$ cat config.mk
export PLATFORM = sky130hd
export DESIGN_NAME = wave_shaper_flat
export DESIGN_NICKNAME = d
export VERILOG_FILES = /design/src/rtl/wave_shaper_if.sv /design/src/rtl/wave_shaper.sv /design/src/flat_wrapper.sv
export SDC_FILE = /design/constraint.sdc
export NUM_CORES = 1
export LEC_CHECK = 0
export BUFFER_PORTS_ARGS = -buffer_cell sky130_fd_sc_hd__buf_2
export CAP_MARGIN = 30
export CORE_MARGIN = 2
export CORE_UTILIZATION = 50
export CTS_CLUSTER_DIAMETER = 200
export DETAILED_ROUTE_END_ITERATION = 10
export PLACE_DENSITY_LB_ADDON = 0.05
export SLEW_MARGIN = 5
export SYNTH_ARGS = -nofsm -noshare
export SYNTH_HDL_FRONTEND = slang
export SYNTH_SLANG_ARGS = --single-unit
$ cat constraint.sdc
create_clock -name clk -period 7.6 [get_ports clk]
set_input_delay 0.38 -clock clk [delete_from_list [all_inputs] [get_ports clk]]
set_output_delay 0.38 -clock clk [all_outputs]
set_load 0.02 [all_outputs]
$ cat src/rtl/wave_shaper_if.sv
// Phase-address input and shaped-sample output bundle for wave_shaper.
// The sync marker exists only when WAVE_SHAPER_SYNC_OUT_EN is defined.
interface wave_shaper_if #(
    parameter int AW = 12
);
    logic          up;
    logic [AW-1:0] address;
    logic [1:0]    shape;
    logic [3:0]    amp;
    logic [AW-1:0] sample;
    logic          sample_valid;
`ifdef WAVE_SHAPER_SYNC_OUT_EN
    logic          sync;

    modport master (output up, address, shape, amp, input sample, sample_valid, sync);
    modport slave  (input up, address, shape, amp, output sample, sample_valid, sync);
`else
    modport master (output up, address, shape, amp, input sample, sample_valid);
    modport slave  (input up, address, shape, amp, output sample, sample_valid);
`endif
endinterface

$ cat src/rtl/wave_shaper.sv
// Phase address -> saw/triangle/square/midscale sample, scaled by (amp+1)/16 about midscale; optional sync via WAVE_SHAPER_SYNC_OUT_EN.
// Two registered stages, one sample per up strobe; no backpressure, the consumer must take every sample_valid pulse.
module wave_shaper #(
    parameter int AW = 12
) (
    input  logic          clk,
    input  logic          rst,
    wave_shaper_if.slave  bus
);
    localparam logic [1:0]    SH_SAW = 2'b00;
    localparam logic [1:0]    SH_TRI = 2'b01;
    localparam logic [1:0]    SH_SQR = 2'b10;
    localparam logic [AW-1:0] MID    = {1'b1, {(AW-1){1'b0}}};

    logic [1:0]          r_shape_act;
    logic [3:0]          r_amp_act;
    logic [AW-1:0]       r_raw;
    logic [3:0]          r_amp1;
    logic                r_valid1;
    logic [AW-1:0]       r_sample;
    logic                r_sample_vld;

    logic                w_addr_zero;
    logic [1:0]          w_shape_eff;
    logic [3:0]          w_amp_eff;
    logic [AW-1:0]       w_raw;
    logic signed [AW+3:0] w_s;
    logic signed [5:0]   w_gain;
    logic [AW-1:0]       w_q;
    logic [AW-1:0]       w_sample;

    // A period boundary takes the new settings in the same cycle as its own sample.
    assign w_addr_zero = (bus.address == '0);
    assign w_shape_eff = w_addr_zero ? bus.shape : r_shape_act;
    assign w_amp_eff   = w_addr_zero ? bus.amp   : r_amp_act;

    always_comb begin
        w_raw = MID;
        case (w_shape_eff)
            SH_SAW:  w_raw = bus.address;
            SH_TRI:  w_raw = bus.address[AW-1] ? ~{bus.address[AW-2:0], 1'b0}
                                               :  {bus.address[AW-2:0], 1'b0};
            SH_SQR:  w_raw = bus.address[AW-1] ? '0 : '1;
            default: w_raw = MID;
        endcase
    end

    always_ff @(posedge clk or negedge rst) begin
        if (!rst) begin
            r_shape_act <= SH_SAW;
            r_amp_act   <= 4'hF;
            r_raw       <= MID;
            r_amp1      <= 4'hF;
            r_valid1    <= 1'b0;
        end else begin
            r_valid1 <= bus.up;
            if (bus.up) begin
                r_shape_act <= w_shape_eff;
                r_amp_act   <= w_amp_eff;
                r_raw       <= w_raw;
                r_amp1      <= w_amp_eff;
            end
        end
    end

    // Offset-binary to two's complement is an MSB flip; the 16-bit product cannot overflow for gain <= 16.
    assign w_s      = {{4{~r_raw[AW-1]}}, ~r_raw[AW-1], r_raw[AW-2:0]};
    assign w_gain   = {2'b00, r_amp1} + 6'd1;
    assign w_q      = AW'((w_s * w_gain) >>> 4);
    assign w_sample = {~w_q[AW-1], w_q[AW-2:0]};

    always_ff @(posedge clk or negedge rst) begin
        if (!rst) begin
            r_sample     <= MID;
            r_sample_vld <= 1'b0;
        end else begin
            r_sample_vld <= r_valid1;
            if (r_valid1) begin
                r_sample <= w_sample;
            end
        end
    end

    assign bus.sample       = r_sample;
    assign bus.sample_valid = r_sample_vld;

`ifdef WAVE_SHAPER_SYNC_OUT_EN
    logic r_sync1;
    logic r_sync;

    always_ff @(posedge clk or negedge rst) begin
        if (!rst) begin
            r_sync1 <= 1'b0;
            r_sync  <= 1'b0;
        end else begin
            if (bus.up) begin
                r_sync1 <= w_addr_zero;
            end
            r_sync <= r_valid1 & r_sync1;
        end
    end

    assign bus.sync = r_sync;
`endif
endmodule

$ cat src/flat_wrapper.sv
// flat-port wrapper written by rule: the top's interface ports become plain ports
module wave_shaper_flat 
#(
    parameter int AW = 12
)
  (clk, rst, bus_up, bus_address, bus_shape, bus_amp, bus_sample, bus_sample_valid);
  wave_shaper_if #(.AW(AW)) bus_i ();
  input  logic clk;
  input  logic rst;
  input wire logic [$bits(bus_i.up)-1:0] bus_up;
  input wire logic [$bits(bus_i.address)-1:0] bus_address;
  input wire logic [$bits(bus_i.shape)-1:0] bus_shape;
  input wire logic [$bits(bus_i.amp)-1:0] bus_amp;
  output wire logic [$bits(bus_i.sample)-1:0] bus_sample;
  output wire logic [$bits(bus_i.sample_valid)-1:0] bus_sample_valid;
  assign bus_i.up = bus_up;
  assign bus_i.address = bus_address;
  assign bus_i.shape = bus_shape;
  assign bus_i.amp = bus_amp;
  assign bus_sample = bus_i.sample;
  assign bus_sample_valid = bus_i.sample_valid;
  wave_shaper #(.AW(AW)) u_core (.clk(clk), .rst(rst), .bus(bus_i));
endmodule
Word level (Yosys, flattened, before mapping)
Cells that the tools add are included.
{"block": "word_totals", "regBits": 32, "latchBits": 0, "mem_bits_rw": 0, "rom_bits": 0, "in_bits": 21, "output_inout_bits": 13, "wordCells": 20, "n_memories": 0}
{"block": "op_classes", "n_addsub": 1, "multipliers": 1, "div": 0, "order_cmp": 0, "eq_ne": 2, "n_shift": 0, "mux": 4, "n_bitwise": 3, "n_reduce_logical": 3}
{"cell": "one-hot mux 12 bit (3 select lines)", "n": 1}
{"cell": "2-to-1 mux 12 bit", "n": 2}
{"cell": "multiplier 12 x 6 -> 16 bit", "n": 1}
{"cell": "zero test 12 bit", "n": 1}
{"cell": "inverter 12 bit", "n": 1}
{"cell": "adder 4 x 1 -> 5 bit, second input constant", "n": 1}
{"cell": "== test 2 x 1 -> 1 bit, second input constant", "n": 1}
{"cell": "== test 2 bit, second input constant", "n": 1}
{"cell": "zero test 2 bit", "n": 1}
{"cell": "2-to-1 mux 2 bit", "n": 1}
{"cell": "inverter 1 bit", "n": 2}
{"cell": "AND reduction 2 bit", "n": 1}

Logic depth before layout (Yosys ltp)
Gate-level depths: netlist of run 1.
{"block": "depth", "depth_word": 4, "ltp_mapped": 17, "depth_no_buf": 16}

Least setup slack after synthesis of run 1
Ideal clock, no wire load.
{"block": "synth_path", "kind": "register -> register", "start": "reg u_core.r_amp_act[0] (netlist name)", "end": "reg u_core.r_sample[8] (netlist: u_core.bus.sample[8])", "setup_time_ps": 125, "arrival_time_ps": 4338, "required_ps": 7475, "path_slack_ps": 3137, "path_stages_with_launch": 17, "n_path_buf": 1, "period_less_slack_ps": 4463, "cell_sequence": "dfstp_2 -> ha_1 -> xor2_1 -> clkbuf_1 -> and2_1 -> fa_1 -> fa_1 -> inv_1 -> fa_1 -> inv_1 -> ha_1 -> or3_1 -> a31o_1 -> a211oi_2 -> o21ai_1 -> xor2_1 -> mux2_2"}
{"element": "end signal, assigned", "line": "wave_shaper.sv:79", "rtl": "r_sample <= w_sample;"}
{"element": "end, declared", "line": "wave_shaper.sv:20", "rtl": "logic [AW-1:0] r_sample;"}

==> key figures, run 1 <==
Run status
  – Status: finished clean

Setup path
  – Crit path arrival time: 5.44 ns
  – CP max-delay cell: dfstp_2
  – Sequence of cells on the critical path: ha_1 -> xor2_1 -> nand2_1 -> fa_1 -> inv_1 -> ha_1 -> ha_1 -> nor4bb_1 -> nand2_1 -> fa_1 -> nor2b_1 -> o31a_1 -> o22ai_1 -> a211oi_1 -> xnor2_1 -> mux2_2
  – CP Class: reg2reg
  – Max FO, Critical Path: 15
  – Worst setup EP type: flip-flop
  – Setup crit start kind: flip-flop
  – Crit-path max cell delay: 0.68 ns
  – Internal reg-to-reg setup slack: 2.38 ns
  – Critical Path RT: between 7 and 8 ns
  – CP most frequent cell: ha_1

Route
  – DRC violations left: 0
  – Vias per Instance: between 5 and 6
  – Initial DRC count: 96
  – DRT antenna net count: 0
  – First drt pass iteration count: 4
  – Vias: between 2,000 and 3,000
  – Avg WL per Cell: 13.35 um
  – Drt total wl: 6.927 mm

Timing
  – Slew @ Worst Pin: 0.9167 ns
  – Slew headroom: 38.68%
  – Final period util: 68.74%
  – RSZ-0062 raised after global routing: false
  – Crit path time final: 5.224 ns
  – Max-slew violation count: 0
  – Setup tns final: 0 ns
  – Clock skew: between 0.004 and 0.005 ns
  – Peak Freq: 191.4 MHz
  – Fin. Hold Viols: 0
  – Final setup fails: 0

Logic synthesis
  – Post-synth EDFFs: 0
  – Synth area leader: fa_1
  – Ys flop type: dfrtp_1
  – Post-synthesis average cell area: 9.100 sq um
  – Post-synthesis register bit count: 32
  – Cells after synthesis: 392
  – Netlist cell types: 53
  – Asr flop ratio synth: 100.0%
  – YS warnings: 0
  – Top cells by area, synth: fa_1 19%, dfrtp_1 18%, ha_1 9.5%
  – Largest family of logic cells by synthesized area: adder cells
  – Sequential area share after synthesis: between 20% and 30%
  – Post-Synth Simple-Gate Area: 17.78%
  – Compound-Gate Fraction of Synth Area: 13.36%
  – XOR/XNOR share of the synthesized area: 3.683%
  – Adder-cell area share of the yosys netlist: 28.55%
  – Multiplexer area fraction after synthesis: around 5.5%
  – Synth Cell Area: roughly 3600 sq um
  – Area share of the largest cell type after synthesis: 19.08%
  – Synth Net Count: 474

Floorplanning
  – Die Height: roughly 88 um
  – Die footprint: 7826 sq um
  – Die Wd: 88.47 um
  – Row count: 30
  – I/O pin count: 34
  – Core area: about 6800 sq um
  – Starting Density: 52.22%

Place
  – GP Congestion: 0.8829
  – Half-perimeter wire length after placement: 5.721 mm
  – IO buf count: 33

Clock tree
  – Total CTS buffers: 5
  – Clock buffer depth: 2
  – CTS tree: yes
  – Clock Latency Late Sink: approximately 0.29 ns
  – Resized cells post-CTS: 0
  – Setup Buffers After CTS: 0
  – Root Buffer: clkbuf_8
  – # hold bufs at CTS: 0
  – Clk pin slew, worst setup/hold paths: ~0.07 ns
  – Clk sinks: 32
  – H-tree depth: 2

Cells and area
  – Most common library cell in the layout ignoring fill and taps: inv_1
  – Syn-to-layout area delta: 9.506%
  – Ant diodes: 0
  – Final Util: 57.18%
  – Share of cells above drive strength 1: between 10% and 20%
  – FILL cells: around 660
  – Most frequent cells in the layout: 69 x inv_1, 34 x fa_1, 33 x buf_2
  – # nets final: between 500 and 600

GRT
  – Met3 usage in global routing: 3.078%
  – GRT Total Usage: 19.86%
  – GR Layer Usage met2: a little over a third
  – Vias in the first global route: roughly 2,700
  – M1 GR Usage: around 25%
  – GRT overflow: 0
  – Largest net degree at the start of global routing: 33
  – Initial antenna violation count: 0
  – First-pass GRT wire length: 12.12 mm
  – Most Crowded Layer GR: met2

Power and ir drop
  – Internal: 304.9 uW
  – Leak pwr: between 1.5 and 2 nW
  – Switching power: 141.0 uW
  – Fraction of power consumed by sequential logic: between 40% and 50%
  – Sw frac: a little under a third
  – Peak supply drop: 0.07944 mV
  – Logic pwr share: roughly 24%
  – Tot Pwr: 445.9 uW
  – P per Cell Area: 114.1 nW/um^2
  – Clock network fraction of total power: 30.7%

Hold path
  – Hold Path Class: in2async

Job
  – Max Cap Viol: 0
stage by stage:
stage                     worst slack [ns]  hold slack, ns  instance area (sq um)  std cells
after floorplan                      3.138         0.08441                   3567        392
after global placement               2.615          0.4638                   3814        511
after detailed placement             2.374          0.4679                   3814        511
after CTS                            2.391          0.1604                   3906        519
after global routing                 2.128          0.1978                   3906        519
final                                2.376          0.1407                   3906        519
cells by family after synthesis:
group           Yosys count
fa+ha+maj                61
mux                      17
buf+inv                  80
flops                    32
xor+xnor                 15
compound gates           75
simple gates            112
sequential cells by signal, indices dropped and copies added (netlist names):
signal,flops
u_core.bus.sample_valid,1
u_core.bus.sample,12
u_core.r_raw,12
u_core.r_valid1,1
u_core.r_amp_act,4
u_core.r_shape_act,2
synth_stat cells, types with 2 or more instances:
library cell and number:
o21ai_0 13, and3_1 3, dfrtp_1 26, a21oi_1 21, mux2_2 14, a2bb2oi_1 3, nor3_1 9, nand3_1 2
clkbuf_1 7, xor2_1 4, o22ai_1 11, and2_1 28, nand2_1 20, buf_1 2, nand4_1 2, fa_1 34
xnor2_1 11, dfstp_2 6, a31o_1 2, nand2b_1 5, a31oi_1 2, ha_1 27, nor2b_1 20, a211oi_1 8
o21ai_1 3, nor2_1 13, inv_1 69, o21a_1 2
final timing paths:
kind                                      start                       to  cells after the start
min in group clk                     bus_amp[2]      u_core.r_amp_act[2]                      2
max in group asynchronous                   rst          u_core.r_raw[4]                      1
setup / recovery            u_core.r_amp_act[0]    u_core.bus.sample[11]                     16
hold / removal                              rst  u_core.bus.sample_valid                      1
hold reg to reg            u_core.bus.sample[0]     u_core.bus.sample[0]                      2
setup reg to reg            u_core.r_amp_act[0]    u_core.bus.sample[11]                     16
layout make-up:
class	count	area, sq um	area share (%)
multi-input cells	280	2457	62.91
clock buffers	6	82.58	2.114
repair buffers	33	165.2	4.228
inverters	70	262.8	6.726
well taps	96	120.1	3.075
clock inverters	2	10.01	0.2562
flip-flops and latches	32	808.3	20.69
power by group through the flow:
stage               clock network, mW  registers (mW)  logic (mW)
global route                    0.149           0.203       0.125
floorplan                           0           0.209      0.0661
finish                          0.137           0.200       0.109
global placement                    0           0.203       0.108
CTS                             0.143           0.200       0.110
detailed placement                  0           0.204       0.109
worst max-delay path: cells and delay by family, from the launching register on:
family	cells	cell delay, ns
muxes	1	0.27
buffers and inverters	1	0.04
DFF	1	0.68
and+or+nand+nor	4	1.03
adders and majority gates	5	1.80
xor gates and xnor gates	2	0.70
AOI/OAI and AO/OA	3	0.64
metal layers:
metal	share of wire, %	up-vias	wire length, um
li1	-	1366	-
met1	47	1248	3235
met2	49	47	3401
met3	2.8	7	193
met4	1.4	0	95
met5	0	-	0
No activity file was read; power rests on OpenSTA's default activity.
==> run 2, diff against run 1 <==
- ABC_AREA: not set -> 1
- clock period: 7.6 -> 5.5 ns (I/O delays scaled with it)
==> key figures, run 2 <==
Cells and area
  – # nets final: 642 (was 504)
  – Area of the multi-input gates: 2497 sq um (was 2457 sq um)
  – Ant diodes: 0 (unchanged)
  – FILL cells: 744 (was 661)
  – Share of cells above drive strength 1: 10.34% (was 16.55%)
  – Fin cells: 660 (was 519)
  – Most frequent cells in the layout: 136 x nand2_1, 106 x inv_1, 64 x nor2_1 (was 69 x inv_1, 34 x fa_1, 33 x buf_2)
  – Storage element area: 808.3 sq um (unchanged)
  – Most common library cell in the layout ignoring fill and taps: nand2_1 (was inv_1)
  – Syn-to-layout area delta: 7.371% (was 9.506%)
  – Final Util: 55.99% (was 57.18%)

Power and ir drop
  – Peak supply drop: 0.06435 mV (was 0.07944 mV)
  – Switching power: 149.3 uW (was 141.0 uW)
  – P per Cell Area: 128.6 nW/um^2 (was 114.1 nW/um^2)
  – Internal: 375.9 uW (was 304.9 uW)
  – Clock network fraction of total power: 36.5% (was 30.7%)
  – Sw frac: 28.43% (was 31.62%)
  – Logic pwr share: 15.8% (was 24.4%)
  – Leak pwr: 2.209 nW (was 1.838 nW)
  – Fraction of power consumed by sequential logic: 47.7% (was 44.9%)

Hold path
  – Hold Path Class: in2async (unchanged)

Clock tree
  – Clock buffer depth: 2 (unchanged)
  – Clk pin slew, worst setup/hold paths: 0.07 ns (about the same)
  – # hold bufs at CTS: 0 (unchanged)
  – Total CTS buffers: 5 (unchanged)
  – CTS tree: yes (unchanged)
  – Setup Buffers After CTS: 0 (unchanged)
  – H-tree depth: 2 (unchanged)
  – Clock Latency Late Sink: 0.29 ns (about the same)
  – Resized cells post-CTS: 0 (unchanged)
  – Clk sinks: 32 (unchanged)
  – Root Buffer: clkbuf_8 (unchanged)

Place
  – GP Congestion: 0.9502 (was 0.8829)
  – Dpl cells: 652 (was 511)
  – IO buf count: 33 (unchanged)
  – Half-perimeter wire length after placement: 6.325 mm (was 5.721 mm)

Timing
  – Final period util: 83.77% (was 68.74%)
  – Crit path time final: 4.607 ns (was 5.224 ns)
  – Setup tns final: 0 ns (unchanged)
  – Fin. Hold Viols: 0 (unchanged)
  – Clock skew: 0.01111 ns (was 0.004495 ns)
  – Peak Freq: 217.1 MHz (was 191.4 MHz)
  – RSZ-0062 raised after global routing: false (unchanged)
  – Slew headroom: 51.77% (was 38.68%)
  – Slew @ Worst Pin: 0.7235 ns (was 0.9167 ns)
  – Final setup fails: 0 (unchanged)
  – Max-slew violation count: 0 (unchanged)

Logic synthesis
  – Cells after synthesis: 535 (was 392)
  – Netlist cell types: 26 (was 53)
  – Adder-cell area share of the yosys netlist: 26.79% (was 28.55%)
  – Post-Synth Simple-Gate Area: 30.96% (was 17.78%)
  – Post-synth EDFFs: 0 (unchanged)
  – Compound-Gate Fraction of Synth Area: 4.475% (was 13.36%)
  – Synth Cell Area: 3802 sq um (was 3567 sq um)
  – Synth cell count leaders: 136 x nand2_1, 106 x inv_1, 64 x nor2_1, 54 x nand3_1, 34 x fa_1 (was 69 x inv_1, 34 x fa_1, 28 x and2_1, 27 x ha_1, 26 x dfrtp_1)
  – Area share of the largest cell type after synthesis: 17.90% (was 19.08%)
  – Post-synthesis average cell area: 7.107 sq um (was 9.100 sq um)
  – XOR/XNOR share of the synthesized area: 3.455% (was 3.683%)
  – Top cells by area, synth: fa_1 18%, dfrtp_1 17%, nand2_1 13% (was fa_1 19%, dfrtp_1 18%, ha_1 9.5%)
  – Most common cell in the synthesized netlist: nand2_1 (was inv_1)
  – Post-synthesis register bit count: 32 (unchanged)
  – Largest family of logic cells by synthesized area: simple AND/OR/NAND/NOR gates (was adder cells)
  – Ys flop type: dfrtp_1 (unchanged)
  – Synth area leader: fa_1 (unchanged)
  – Synth Net Count: 617 (was 474)
  – Asr flop ratio synth: 100.0% (unchanged)
  – Sequential area share after synthesis: 21.26% (was 22.66%)
  – Multiplexer area fraction after synthesis: 0% (was 5.507%)
  – YS warnings: 0 (unchanged)

GRT
  – First-pass GRT wire length: 14.00 mm (was 12.12 mm)
  – GRT overflow: 0 (unchanged)
  – Vias in the first global route: 3,179 (was 2,693)
  – Largest net degree at the start of global routing: 33 (unchanged)
  – GRT Total Usage: 20.23% (was 19.86%)
  – Initial antenna violation count: 0 (unchanged)

Floorplanning
  – Die footprint: 8318 sq um (was 7826 sq um)
  – Die Wd: 91.21 um (was 88.47 um)
  – Starting Density: 52.14% (was 52.22%)
  – Die Height: 91.21 um (was 88.47 um)
  – Core area: 7292 sq um (was 6832 sq um)
  – I/O pin count: 34 (unchanged)
  – Row count: 31 (was 30)

Setup path
  – Critical Path RT: 5.68 ns (was 7.82 ns)
  – Setup crit start kind: flip-flop (unchanged)
  – Worst setup EP type: flip-flop (unchanged)
  – Max FO, Critical Path: 12 (was 15)
  – Crit path arrival time: 4.79 ns (was 5.44 ns)
  – CP Class: reg2reg (unchanged)

Route
  – Avg WL per Cell: 11.52 um (was 13.35 um)
  – First drt pass iteration count: 5 (was 4)
  – DRC violations left: 0 (unchanged)
  – Vias: 3,199 (was 2,668)
  – Drt total wl: 7.606 mm (was 6.927 mm)
  – Vias per Instance: 4.847 (was 5.141)
  – DRT antenna net count: 0 (unchanged)
  – Initial DRC count: 100 (was 96)

Run status
  – Status: finished clean (unchanged)

Job
  – Max Cap Viol: 0 (unchanged)
## run 2: cell types whose count changed after synthesis, moves of 9 or more
cell,delta
a21oi_1,-10
mux2_2,-14
nand2_1,+116
and2_1,-28
inv_1,+37
xor2_1,+9
nand3_1,+52
o22ai_1,-11
xnor2_1,-9
nor2b_1,-20
nor2_1,+51
## run 2: path summary, 6_finish.rpt
path | startpoint | endpoint | slack [ns] | cells after the start
worst min-delay path | rst | u_core.bus.sample[6] | 0.04 | 1
worst min register to register | u_core.bus.sample[11] | u_core.bus.sample[11] | 0.47 | 2
max in group asynchronous | rst | u_core.r_raw[6] | 4.99 | 1
min in group clk | bus_amp[1] | u_core.r_amp_act[1] | 0.19 | 3
worst max-delay path | u_core.r_amp_act[0] | u_core.bus.sample[5] | 0.89 | 19
worst max register to register | u_core.r_amp_act[0] | u_core.bus.sample[5] | 0.89 | 19
## run 2: area by class of cell
class | instances | share of cell area, %
clock buffers | 8 | 2.207
inverters | 106 | 9.746
multi-input cells | 382 | 61.17
flip-flops and latches | 32 | 19.80
well taps | 99 | 3.034
repair buffers | 33 | 4.045
## run 2: power groups by stage
| stage | Sequential, mW | Combinational, mW | Clock (mW) |
|---|---|---|---|
| floorplan | 0.260 | 0.0494 | 0 |
| CTS | 0.250 | 0.0845 | 0.199 |
| finish | 0.250 | 0.0830 | 0.192 |
| global placement | 0.254 | 0.0829 | 0 |
| detailed placement | 0.255 | 0.0841 | 0 |
| global route | 0.251 | 0.0965 | 0.207 |
## run 2: stage by stage
| stage | power (mW) | area (sq um) | setup slack, ns | hold WS (ns) |
|---|---|---|---|---|
| after global placement | 0.3373 | 3993 | 1.057 | 0.3619 |
| after global routing | 0.5545 | 4083 | 0.4986 | 0.1033 |
| final | 0.5252 | 4083 | 0.8928 | 0.03851 |
| after detailed placement | 0.3389 | 3993 | 0.9109 | 0.3730 |
| after floorplan | 0.3093 | 3802 | 1.492 | -0.02059 |
| after CTS | 0.5338 | 4083 | 0.8885 | 0.06133 |
## run 2: worst max-delay path, stage by stage, from the launching register on
cell and delay (ns):
dfstp_2 0.66, ha_1 0.22, xor2_1 0.35, inv_1 0.24
nor2_1 0.19, fa_1 0.41, inv_1 0.07, fa_1 0.44
fa_1 0.54, inv_1 0.04, ha_1 0.36, nand2_1 0.10
o21ai_0 0.39, nand2_1 0.13, nand2_1 0.08, nand2_1 0.06
nand2_1 0.06, nand2_1 0.04, nand3_1 0.06, nand2_1 0.05
## run 2: layer usage
layer	share of wire (%)	wire, um	track usage [%]	vias to the layer above
li1	-	-	-	1677
met1	44	3374	24.28	1448
met2	51	3874	37.90	61
met3	2.6	201	1.992	13
met4	2.1	157	6.187	0
met5	0	0	0	-
## run 2: logic make-up (layout without fill, tap and decap cells)
group | count (synthesis) | after routing
and+or+nand+nor | 275 | 275
buffers and inverters | 121 | 147
adders and majority gates | 61 | 61
DFF | 32 | 32
AOI/OAI and AO/OA | 31 | 31
xor gates and xnor gates | 15 | 15
